File: config.mk
export PLATFORM = sky130hd
export DESIGN_NAME = carry_lookahead_subtractor_16bit_pipe
export DESIGN_NICKNAME = d
export VERILOG_FILES = /design/src/rtl/carry_lookahead_subtractor_16bit_pipe.sv
export SDC_FILE = /design/constraint.sdc
export NUM_CORES = 1
export LEC_CHECK = 0
export BUFFER_PORTS_ARGS = -buffer_cell sky130_fd_sc_hd__buf_2
export CAP_MARGIN = 5
export CORE_UTILIZATION = 40
export DETAILED_ROUTE_END_ITERATION = 8
export GPL_TIMING_DRIVEN = 0
export PLACE_DENSITY = 0.6
export SETUP_SLACK_MARGIN = 0.02
export SYNTH_ARGS = -nofsm -noshare
export SYNTH_HDL_FRONTEND = slang
export SYNTH_HIERARCHICAL = 1
export SYNTH_SLANG_ARGS = --single-unit
File: constraint.sdc
create_clock -name clk -period 3 [get_ports clk]
set_input_delay 0.6 -clock clk [delete_from_list [all_inputs] [get_ports clk]]
set_output_delay 0.6 -clock clk [all_outputs]
set_load 0.02 [all_outputs]
File: src/rtl/carry_lookahead_subtractor_16bit_pipe.sv
// Two-stage pipelined subtractor: diff = a - b - bin with borrow, overflow
// and zero flags, valid/ready handshakes on both sides.
// Stage 1 resolves the low LO_W bits and the carry into bit LO_W; stage 2
// resolves the upper bits from that registered carry, so no single cycle
// carries a full-width borrow chain.

// Parallel-prefix (Kogge-Stone) carry resolution over an N-bit slice.
module carry_lookahead_subtractor_16bit_pipe_cla #(
  parameter int unsigned N = 8
) (
  input  logic [N-1:0] g_i,
  input  logic [N-1:0] p_i,
  input  logic         cin_i,
  output logic [N-1:0] sum_o,
  output logic         cout_o
);

  localparam int unsigned LVL = $clog2(N);

  logic [N-1:0] grp_g;
  logic [N-1:0] grp_p;
  logic [N:0]   carry;

  // Prefix tree: grp_g[i] is the carry out of bit i including cin_i.
  always_comb begin
    logic [N-1:0] g_nxt;
    logic [N-1:0] p_nxt;
    grp_g    = g_i;
    grp_p    = p_i;
    grp_g[0] = g_i[0] | (p_i[0] & cin_i);
    for (int lv = 0; lv < int'(LVL); lv++) begin
      g_nxt = grp_g;
      p_nxt = grp_p;
      for (int i = (1 << lv); i < int'(N); i++) begin
        g_nxt[i] = grp_g[i] | (grp_p[i] & grp_g[i - (1 << lv)]);
        p_nxt[i] = grp_p[i] & grp_p[i - (1 << lv)];
      end
      grp_g = g_nxt;
      grp_p = p_nxt;
    end
  end

  assign carry  = {grp_g, cin_i};
  assign sum_o  = p_i ^ carry[N-1:0];
  assign cout_o = carry[N];

endmodule

module carry_lookahead_subtractor_16bit_pipe #(
  parameter int unsigned WIDTH = 16,
  parameter int unsigned LO_W  = WIDTH / 2
) (
  input  logic             clk,
  input  logic             rst_n,
  input  logic             in_valid,
  output logic             in_ready,
  input  logic [WIDTH-1:0] a,
  input  logic [WIDTH-1:0] b,
  input  logic             bin,
  output logic             out_valid,
  input  logic             out_ready,
  output logic [WIDTH-1:0] diff,
  output logic             bout,
  output logic             ovf,
  output logic             zero
);

  localparam int unsigned HI_W = WIDTH - LO_W;

  // Pipeline control
  logic s1_valid_q, s1_valid_d;
  logic s2_valid_q, s2_valid_d;
  logic s2_free;
  logic s1_adv;
  logic in_fire;

  // Stage 1 payload
  logic [LO_W-1:0] s1_dlo_q, s1_dlo_d;
  logic            s1_c_q, s1_c_d;
  logic [HI_W-1:0] s1_ahi_q, s1_ahi_d;
  logic [HI_W-1:0] s1_bhi_q, s1_bhi_d;

  // Stage 2 payload (the visible outputs)
  logic [WIDTH-1:0] diff_q, diff_d;
  logic             bout_q, bout_d;
  logic             ovf_q, ovf_d;
  logic             zero_q, zero_d;

  // Slice lookahead terms
  logic [LO_W-1:0] lo_g, lo_p, lo_sum;
  logic            lo_cout;
  logic [HI_W-1:0] hi_g, hi_p, hi_sum;
  logic            hi_cout;

  // Handshake: s2 can take a beat when empty or being drained this cycle.
  always_comb begin
    s2_free  = ~s2_valid_q | out_ready;
    s1_adv   = s1_valid_q & s2_free;
    in_ready = ~s1_valid_q | s1_adv;
    in_fire  = in_valid & in_ready;
  end

  // Valid-bit next state: refill wins over drain.
  always_comb begin
    s1_valid_d = s1_valid_q;
    s2_valid_d = s2_valid_q;
    if (in_fire) begin
      s1_valid_d = 1'b1;
    end else if (s1_adv) begin
      s1_valid_d = 1'b0;
    end
    if (s1_adv) begin
      s2_valid_d = 1'b1;
    end else if (out_ready) begin
      s2_valid_d = 1'b0;
    end
  end

  // Valid-bit registers
  always_ff @(posedge clk or negedge rst_n) begin
    if (!rst_n) begin
      s1_valid_q <= 1'b0;
      s2_valid_q <= 1'b0;
    end else begin
      s1_valid_q <= s1_valid_d;
      s2_valid_q <= s2_valid_d;
    end
  end

  // Stage 1 lookahead: subtract as a + ~b with carry-in ~bin.
  always_comb begin
    lo_g = a[LO_W-1:0] & ~b[LO_W-1:0];
    lo_p = a[LO_W-1:0] ^ ~b[LO_W-1:0];
  end

  carry_lookahead_subtractor_16bit_pipe_cla #(
    .N (LO_W)
  ) u_cla_lo (
    .g_i    (lo_g),
    .p_i    (lo_p),
    .cin_i  (~bin),
    .sum_o  (lo_sum),
    .cout_o (lo_cout)
  );

  // Stage 1 next payload
  always_comb begin
    s1_dlo_d = lo_sum;
    s1_c_d   = lo_cout;
    s1_ahi_d = a[WIDTH-1:LO_W];
    s1_bhi_d = b[WIDTH-1:LO_W];
  end

  // Stage 1 payload registers, loaded only on input transfer
  always_ff @(posedge clk or negedge rst_n) begin
    if (!rst_n) begin
      s1_dlo_q <= '0;
      s1_c_q   <= 1'b0;
      s1_ahi_q <= '0;
      s1_bhi_q <= '0;
    end else if (in_fire) begin
      s1_dlo_q <= s1_dlo_d;
      s1_c_q   <= s1_c_d;
      s1_ahi_q <= s1_ahi_d;
      s1_bhi_q <= s1_bhi_d;
    end
  end

  // Stage 2 lookahead over the upper slice from the registered carry.
  always_comb begin
    hi_g = s1_ahi_q & ~s1_bhi_q;
    hi_p = s1_ahi_q ^ ~s1_bhi_q;
  end

  carry_lookahead_subtractor_16bit_pipe_cla #(
    .N (HI_W)
  ) u_cla_hi (
    .g_i    (hi_g),
    .p_i    (hi_p),
    .cin_i  (s1_c_q),
    .sum_o  (hi_sum),
    .cout_o (hi_cout)
  );

  // Stage 2 next payload: full result and flags
  always_comb begin
    diff_d = {hi_sum, s1_dlo_q};
    bout_d = ~hi_cout;
    ovf_d  = (s1_ahi_q[HI_W-1] ^ s1_bhi_q[HI_W-1]) &
             (hi_sum[HI_W-1] ^ s1_ahi_q[HI_W-1]);
    zero_d = ~(|s1_dlo_q) & ~(|hi_sum);
  end

  // Stage 2 payload registers, loaded only when stage 1 advances
  always_ff @(posedge clk or negedge rst_n) begin
    if (!rst_n) begin
      diff_q <= '0;
      bout_q <= 1'b0;
      ovf_q  <= 1'b0;
      zero_q <= 1'b0;
    end else if (s1_adv) begin
      diff_q <= diff_d;
      bout_q <= bout_d;
      ovf_q  <= ovf_d;
      zero_q <= zero_d;
    end
  end

  assign out_valid = s2_valid_q;
  assign diff      = diff_q;
  assign bout      = bout_q;
  assign ovf       = ovf_q;
  assign zero      = zero_q;

endmodule

==> results of run 1 <==
## critical path, delay by kind of cell, from the launching register on
family / cells / cell delay (ps)
DFF: 1 / 400
adders and majority gates: 3 / 700
muxes: 1 / 150
and+or+nand+nor: 4 / 780
AOI/OAI and AO/OA: 2 / 400
xor gates and xnor gates: 1 / 150
## where the power goes
group / switching, mW / total, mW / internal (mW)
logic: 0.480 / 0.940 / 0.461
clock network: 0.215 / 0.463 / 0.248
registers: 0.115 / 0.915 / 0.800
total: 0.810 / 2.32 / 1.51
## per-stage QoR
stage | hold slack (ps) | power (mW) | instances
after global placement | 470 | 1.86 | 343
after global routing | 516 | 2.48 | 351
after CTS | 490 | 2.35 | 351
after detailed placement | 487 | 1.87 | 343
after floorplan | 304 | 1.60 | 209
final | 464 | 2.32 | 351
## kinds of logic (layout without fill, tap and decap cells)
kind of cell / Yosys count / in the layout / share of synthesized area (%)
muxes: 45 / 45 / 22.8
adders and majority gates: 20 / 20 / 9.47
and+or+nand+nor: 36 / 36 / 8.14
xor gates and xnor gates: 9 / 9 / 2.98
DFF: 46 / 46 / 43.6
buffers and inverters: 24 / 89 / 4.92
AOI/OAI and AO/OA: 29 / 29 / 8.10
## state kept, by name, summed over array words and instances, names as in the netlist
register and count:
diff 16, zero 1, bout 1, s1_c_q 1
s1_bhi_q 8, s1_valid_q 1, out_valid 1, ovf 1
s1_ahi_q 8, s1_dlo_q 8
## routing by layer
| layer | part of all wire, % | vias up | track usage (%) | wire length, um |
|---|---|---|---|---|
| met2 | 48 | 47 | 24.1 | 2290 |
| met4 | 0.84 | 0 | 3.76 | 40 |
| li1 | - | 864 | - | - |
| met5 | 0 | - | 0 | 0 |
| met1 | 46 | 793 | 19.1 | 2170 |
| met3 | 4.9 | 4 | 4.37 | 234 |
## placed cells by master, fill, tap and decap left out, types with 3 or more instances in the layout
master and count:
nand2_1 10, clkbuf_8 5, ha_1 20, nor3_1 4, xnor2_1 6, inv_1 21
nor2_1 6, xor2_1 3, a21oi_1 10, mux2_2 14, nor4_1 3, dfrtp_1 46
mux2_4 27, o21ai_0 4, mux2i_1 4, buf_2 57
## timing repair
action | 4_1_cts | 5_1_grt
setup endpoints to repair | 0 | 1
resized for setup | 0 | 1
endpoints found under the hold margin | 0 | 0
hold buffers | 0 | 0
## how the worst max path moves through the flow
stage,startpoint,endpoint,slack (ps),depth (start not counted)
2_1_floorplan,b[0],s1_c_q,480,10
3_3_place_gp,a[0],s1_c_q,240,10
3_5_place_dp,a[0],s1_c_q,220,10
4_1_cts,s1_ahi_q[0],zero,190,11
5_1_grt,s1_ahi_q[0],zero,90,11
6_report,s1_ahi_q[0],zero,360,11
## area by class of cell
type	instances	area share (%)
Multi-Input combinational cell	139	43.5
Inverter	21	2.51
Buffer	3	1.63
Sequential cell	46	36.6
Clock buffer	5	2.19
Tap cell	77	3.06
Timing Repair Buffer	57	9.07
Clock inverter	3	1.43
==> run metrics, run 1 <==
status finished clean; Root Driver clkbuf_8; Syn-to-layout area delta 19.0%; Ports a little under 60; Place WS around 220 ps; layout cells sized above 1 44.5%; reg2reg setup slack 360 ps; worst slew pin tran 1000 ps; worst reg2reg path endpoint zero; leakage 1.59 nW; initial antenna violation count 0; fillers 577; Cell Area, Synth 2640 um2; DRT Wirelength 4740 um; routed len/inst between 10 and 15 um; Final GP Congestion 0.721; Total GRT Usage 14.7%; DRC viols 0; Final Util 49.5%; synthesized instance count 209; asr flop ratio synth 100%; fmax 378 MHz; die area between 6000 and 7000 um2; DR iter-0 viols 50; CP Capture Type flop; multi-input logic area ~1400 um2; Inserted Diodes 0; Initial Utilization a little over two fifths; post-synth cell types 34; Worst R2R Start s1_ahi_q[0]; crit share post-route 88.1%; syn_area_per_cell 12.6 um2; top cells by count, synth dfrtp_1 (46), mux2_4 (27), inv_1 (21); Crit path top cell by count ha_1; vias post-DR 1708; R2R depth 11; HP Class in2async; flops & latches, synth 46; pin count of the biggest net entering global routing 47; number of H-tree levels 2; Seq. cell area 1150 um2; Remaining Overflow, GRT 0; CP required approximately 3200 ps; Yosys top cell by area dfrtp_1; Worst Skew about 9.4 ps; sequential share of the synthesized area 43.6%; Yosys top cell area share 43.6%; hpwl dp around 3700 um; worst skew pair latency approximately 300 ps; vias in the first global route 1707; post-CTS setup buffer count 0; Post-synth EDFFs 0; core area 6350 um2; Post-synth top flop dfrtp_1; synth top area cells dfrtp_1 (44%), mux2_4 (15%), ha_1 (9.5%); Post-DP Area a little over 3000 um2; num rows 29; highest fanout seen on the critical path 2; Reg clk slew, reported paths 90 ps; Post-Syn Nets ~270; CTS tree built; worst vdd ir 0.000510 V; RSZ-0062 raised after global routing false; CP cell instances ha_1 > ha_1 > or2_2 > ha_1 > nor2_1 > o21ai_1 > a31oi_1 > xnor2_1 > nor4_2 > nand4_1 > mux2i_1; CTS max path bufs 2; final hold violation count 0; Setup crit start kind flop; setup ws final between 300 and 400 ps; clk sinks between 40 and 50; slowest cell on the critical path dfrtp_1; Die W 83.3 um; Final Cell Area roughly 3100 um2; total negative slack 0 ps; port bufs 57; via/cell ratio 4.87; Final nets 330; critical path data arrival time 2870 ps; first drt pass iteration count 4; max_cap viols 0; die height 83.3 um; critical path class reg2reg; final-report max-slew violation count 0; TritonCTS Buffers 5; cell area power density around 740 nW/um2; most used standard cell by instance count after synthesis dfrtp_1; yosys synthesis warning count 6; post-layout min period 2640 ps; Largest stage delay, worst path approximately 400 ps; ANT nets after route 0; number of setup violations in the final report 0; first-pass GRT wire length approximately 8000 um; Max-slew headroom 33.2%
Power figures use the tool's default switching activity.
==> run 2: changes to the inputs <==
--- a/config.mk
+++ b/config.mk
@@ -10,7 +10,7 @@
 export CORE_UTILIZATION = 40
 export DETAILED_ROUTE_END_ITERATION = 8
 export GPL_TIMING_DRIVEN = 0
-export PLACE_DENSITY = 0.6
+export PLACE_DENSITY = 0.62
 export SETUP_SLACK_MARGIN = 0.02
 export SYNTH_ARGS = -nofsm -noshare
 export SYNTH_HDL_FRONTEND = slang
==> constraint.sdc (replaced) <==
create_clock -name clk -period 2.2 [get_ports clk]
set_input_delay 0.44 -clock clk [delete_from_list [all_inputs] [get_ports clk]]
set_output_delay 0.44 -clock clk [all_outputs]
set_load 0.02 [all_outputs]
==> run 2 against run 1 <==
The flow now finishes with violations (setup timing). Flip-flop and latch count unchanged. Via count up 3.9%. Non-clock buffer count up 6. Die area unchanged. Worst hold slack worse by 170 ps. Worst setup slack worse by 440 ps. First-iteration DRC count up 8.0%. Routed wire length up 6.6%. Utilization up 2.6 points. Sequential power up 38%. Total power up 43%. Clock power up 21%. Critical path type unchanged. Largest power group unchanged.
==> run metrics, run 2 (synthesized netlist as in run 1, its figures left out) <==
number of setup violations in the final report 1 (+1); layout cells sized above 1 51.1% (+6.5 points); vias post-DR 1774 (+3.9%); clk sinks 46 (unchanged); Remaining Overflow, GRT 0 (unchanged); setup ws final -83.8 ps (-440 ps); post-layout min period 2280 ps (-360 ps); R2R depth 12 (+1); critical path data arrival time 2520 ps (-350 ps); Worst Skew 11.4 ps (+1.99 ps); max reg flops 16 (unchanged); Total GRT Usage 14.6% (-0.16 points); Worst R2R Start s1_bhi_q[0]; worst skew pair latency 310 ps (about the same); Final Cell Area 3310 um2 (+5.3%); Die W 83.3 um (unchanged); Place WS -295 ps (-517 ps); HP Class in2async; final hold violation count 0 (unchanged); most common cell after layout, fill and taps aside buf_2; leakage 1.64 nW (+3.0%); die area 6940 um2 (unchanged); worst vdd ir 0.000625 V (+23%); worst reg2reg path endpoint zero; final-report max-slew violation count 0 (unchanged); number of H-tree levels 2 (unchanged); most frequent cells in the layout buf_2 (57), dfrtp_1 (46), mux2_4 (27); Max-slew headroom 32.9% (-0.32 points); num rows 29 (unchanged); reg2reg setup slack -80 ps (-440 ps); CTS max path bufs 2 (unchanged); via/cell ratio 4.97 (+2.1%); Inserted Diodes 0 (unchanged); DRT Wirelength 5050 um (+6.6%); Pwr Total 3.31 mW (+43%); hold_buf cts 0 (unchanged); Syn-to-layout area delta 25.3%; routed len/inst 14.1 um (+4.8%); worst slew pin tran 1010 ps (+4.81 ps); cell family with most CP delay simple AND/OR/NAND/NOR gates; Setup crit start kind flop; core area 6350 um2 (unchanged); Root Driver clkbuf_8; CP required 2440 ps (-790 ps); crit share post-route 104% (+16 points); Largest stage delay, worst path 400 ps (about the same); Reg clk slew, reported paths 100 ps (about the same); CP Capture Type flop; fin cells 357 (+1.7%); initial antenna violation count 0 (unchanged); CP Buf/Inv Count 1 (+1); hpwl dp 3610 um (-1.2%); DRC viols 0 (unchanged); CP cell instances inv_2 > ha_4 > ha_4 > or2_4 > ha_4 > nor2_4 > o21ai_4 > a31oi_4 > xnor2_2 > nor4_2 > nand4_1 > mux2i_1; critical path class reg2reg; fmax 438 MHz (+16%); DR iter-0 viols 54 (+8.0%); highest fanout seen on the critical path 2 (unchanged); RSZ-0062 raised after global routing true; cell area power density 998 nW/um2 (+35%); die height 83.3 um (unchanged); Initial Utilization 41.6% (unchanged); Final nets 336 (+1.8%); Crit path top cell by count ha_4; first-pass GRT wire length 8020 um (-0.35%); pin count of the biggest net entering global routing 47 (unchanged); CTS tree built; violated checks setup timing; Final GP Congestion 0.763 (+5.8%); Post-DP Area 3080 um2 (+1.9%); vias in the first global route 1715 (+0.47%); slowest cell on the critical path dfrtp_1; Cells after DPL 343 (unchanged); port bufs 57 (unchanged); TritonCTS Buffers 5 (unchanged); ANT nets after route 0 (unchanged); Ports 58 (unchanged); first drt pass iteration count 4 (unchanged); max_cap viols 0 (unchanged); status finished, violations left
run 2: layer usage:
| metal | track usage, % | part of all wire (%) | vias up |
|---|---|---|---|
| met5 | 0 | 0 | - |
| met4 | 4.70 | 1.3 | 0 |
| met3 | 3.28 | 4.1 | 6 |
| met2 | 24.4 | 47 | 46 |
| met1 | 18.7 | 48 | 843 |
| li1 | - | - | 879 |
run 2: worst reg2reg max path, delay by kind of cell, from the launching register on:
| kind | cells | cell delay, ps |
|---|---|---|
| adder cells (fa/ha/maj) | 3 | 510 |
| multiplexers | 1 | 140 |
| buffers and inverters | 1 | 80 |
| AND/OR/NAND/NOR | 4 | 660 |
| AO/OA/AOI/OAI | 2 | 320 |
| flip-flops | 1 | 400 |
| XOR/XNOR | 1 | 110 |
run 2: where the power goes:
group          total, mW  internal, mW  leakage, nW  switching [mW]
registers           1.26          1.09        0.538           0.165
logic               1.49         0.746         1.05           0.743
clock network      0.559         0.238       0.0506           0.321
total               3.31          2.08         1.64            1.23
run 2: final cells by class:
type                       instances  area [um2]
inverter                          21        78.8
fill                             580        3040
multi-input combinational        139        1510
clock inverter                     3        28.8
sequential                        46        1150
tap                               77        96.3
buffer                             3        51.3
clock buffer                       5        68.8
timing repair buffer              63         330
run 2: how the worst max path moves through the flow:
stage / endpoint / startpoint / slack, ps / cells past startpoint
after floorplan: s1_dlo_q[6] / b[0] / 30 / 10
after global placement: zero / s1_bhi_q[0] / -290 / 12
after detailed placement: zero / s1_bhi_q[0] / -300 / 12
final: zero / s1_bhi_q[0] / -80 / 12
after CTS: zero / s1_ahi_q[0] / -210 / 11
after global routing: zero / s1_bhi_q[0] / -200 / 12
run 2: metrics by stage:
stage          setup TNS, ps  utilization (%)  hold slack (ps)
5_1_grt                 -285             52.2              355
3_3_place_gp            -615             48.5              470
3_5_place_dp            -654             48.5              479
6_report               -83.8             52.2              292
4_1_cts                 -228             51.1              325
2_1_floorplan              0                -              144
run 2: timing repair:
item	4_1_cts	5_1_grt
gates resized for setup	5	7
pin swaps	9	7
hold endpoints to repair	0	0
endpoints found under the setup margin	3	4
setup buffers	5	1
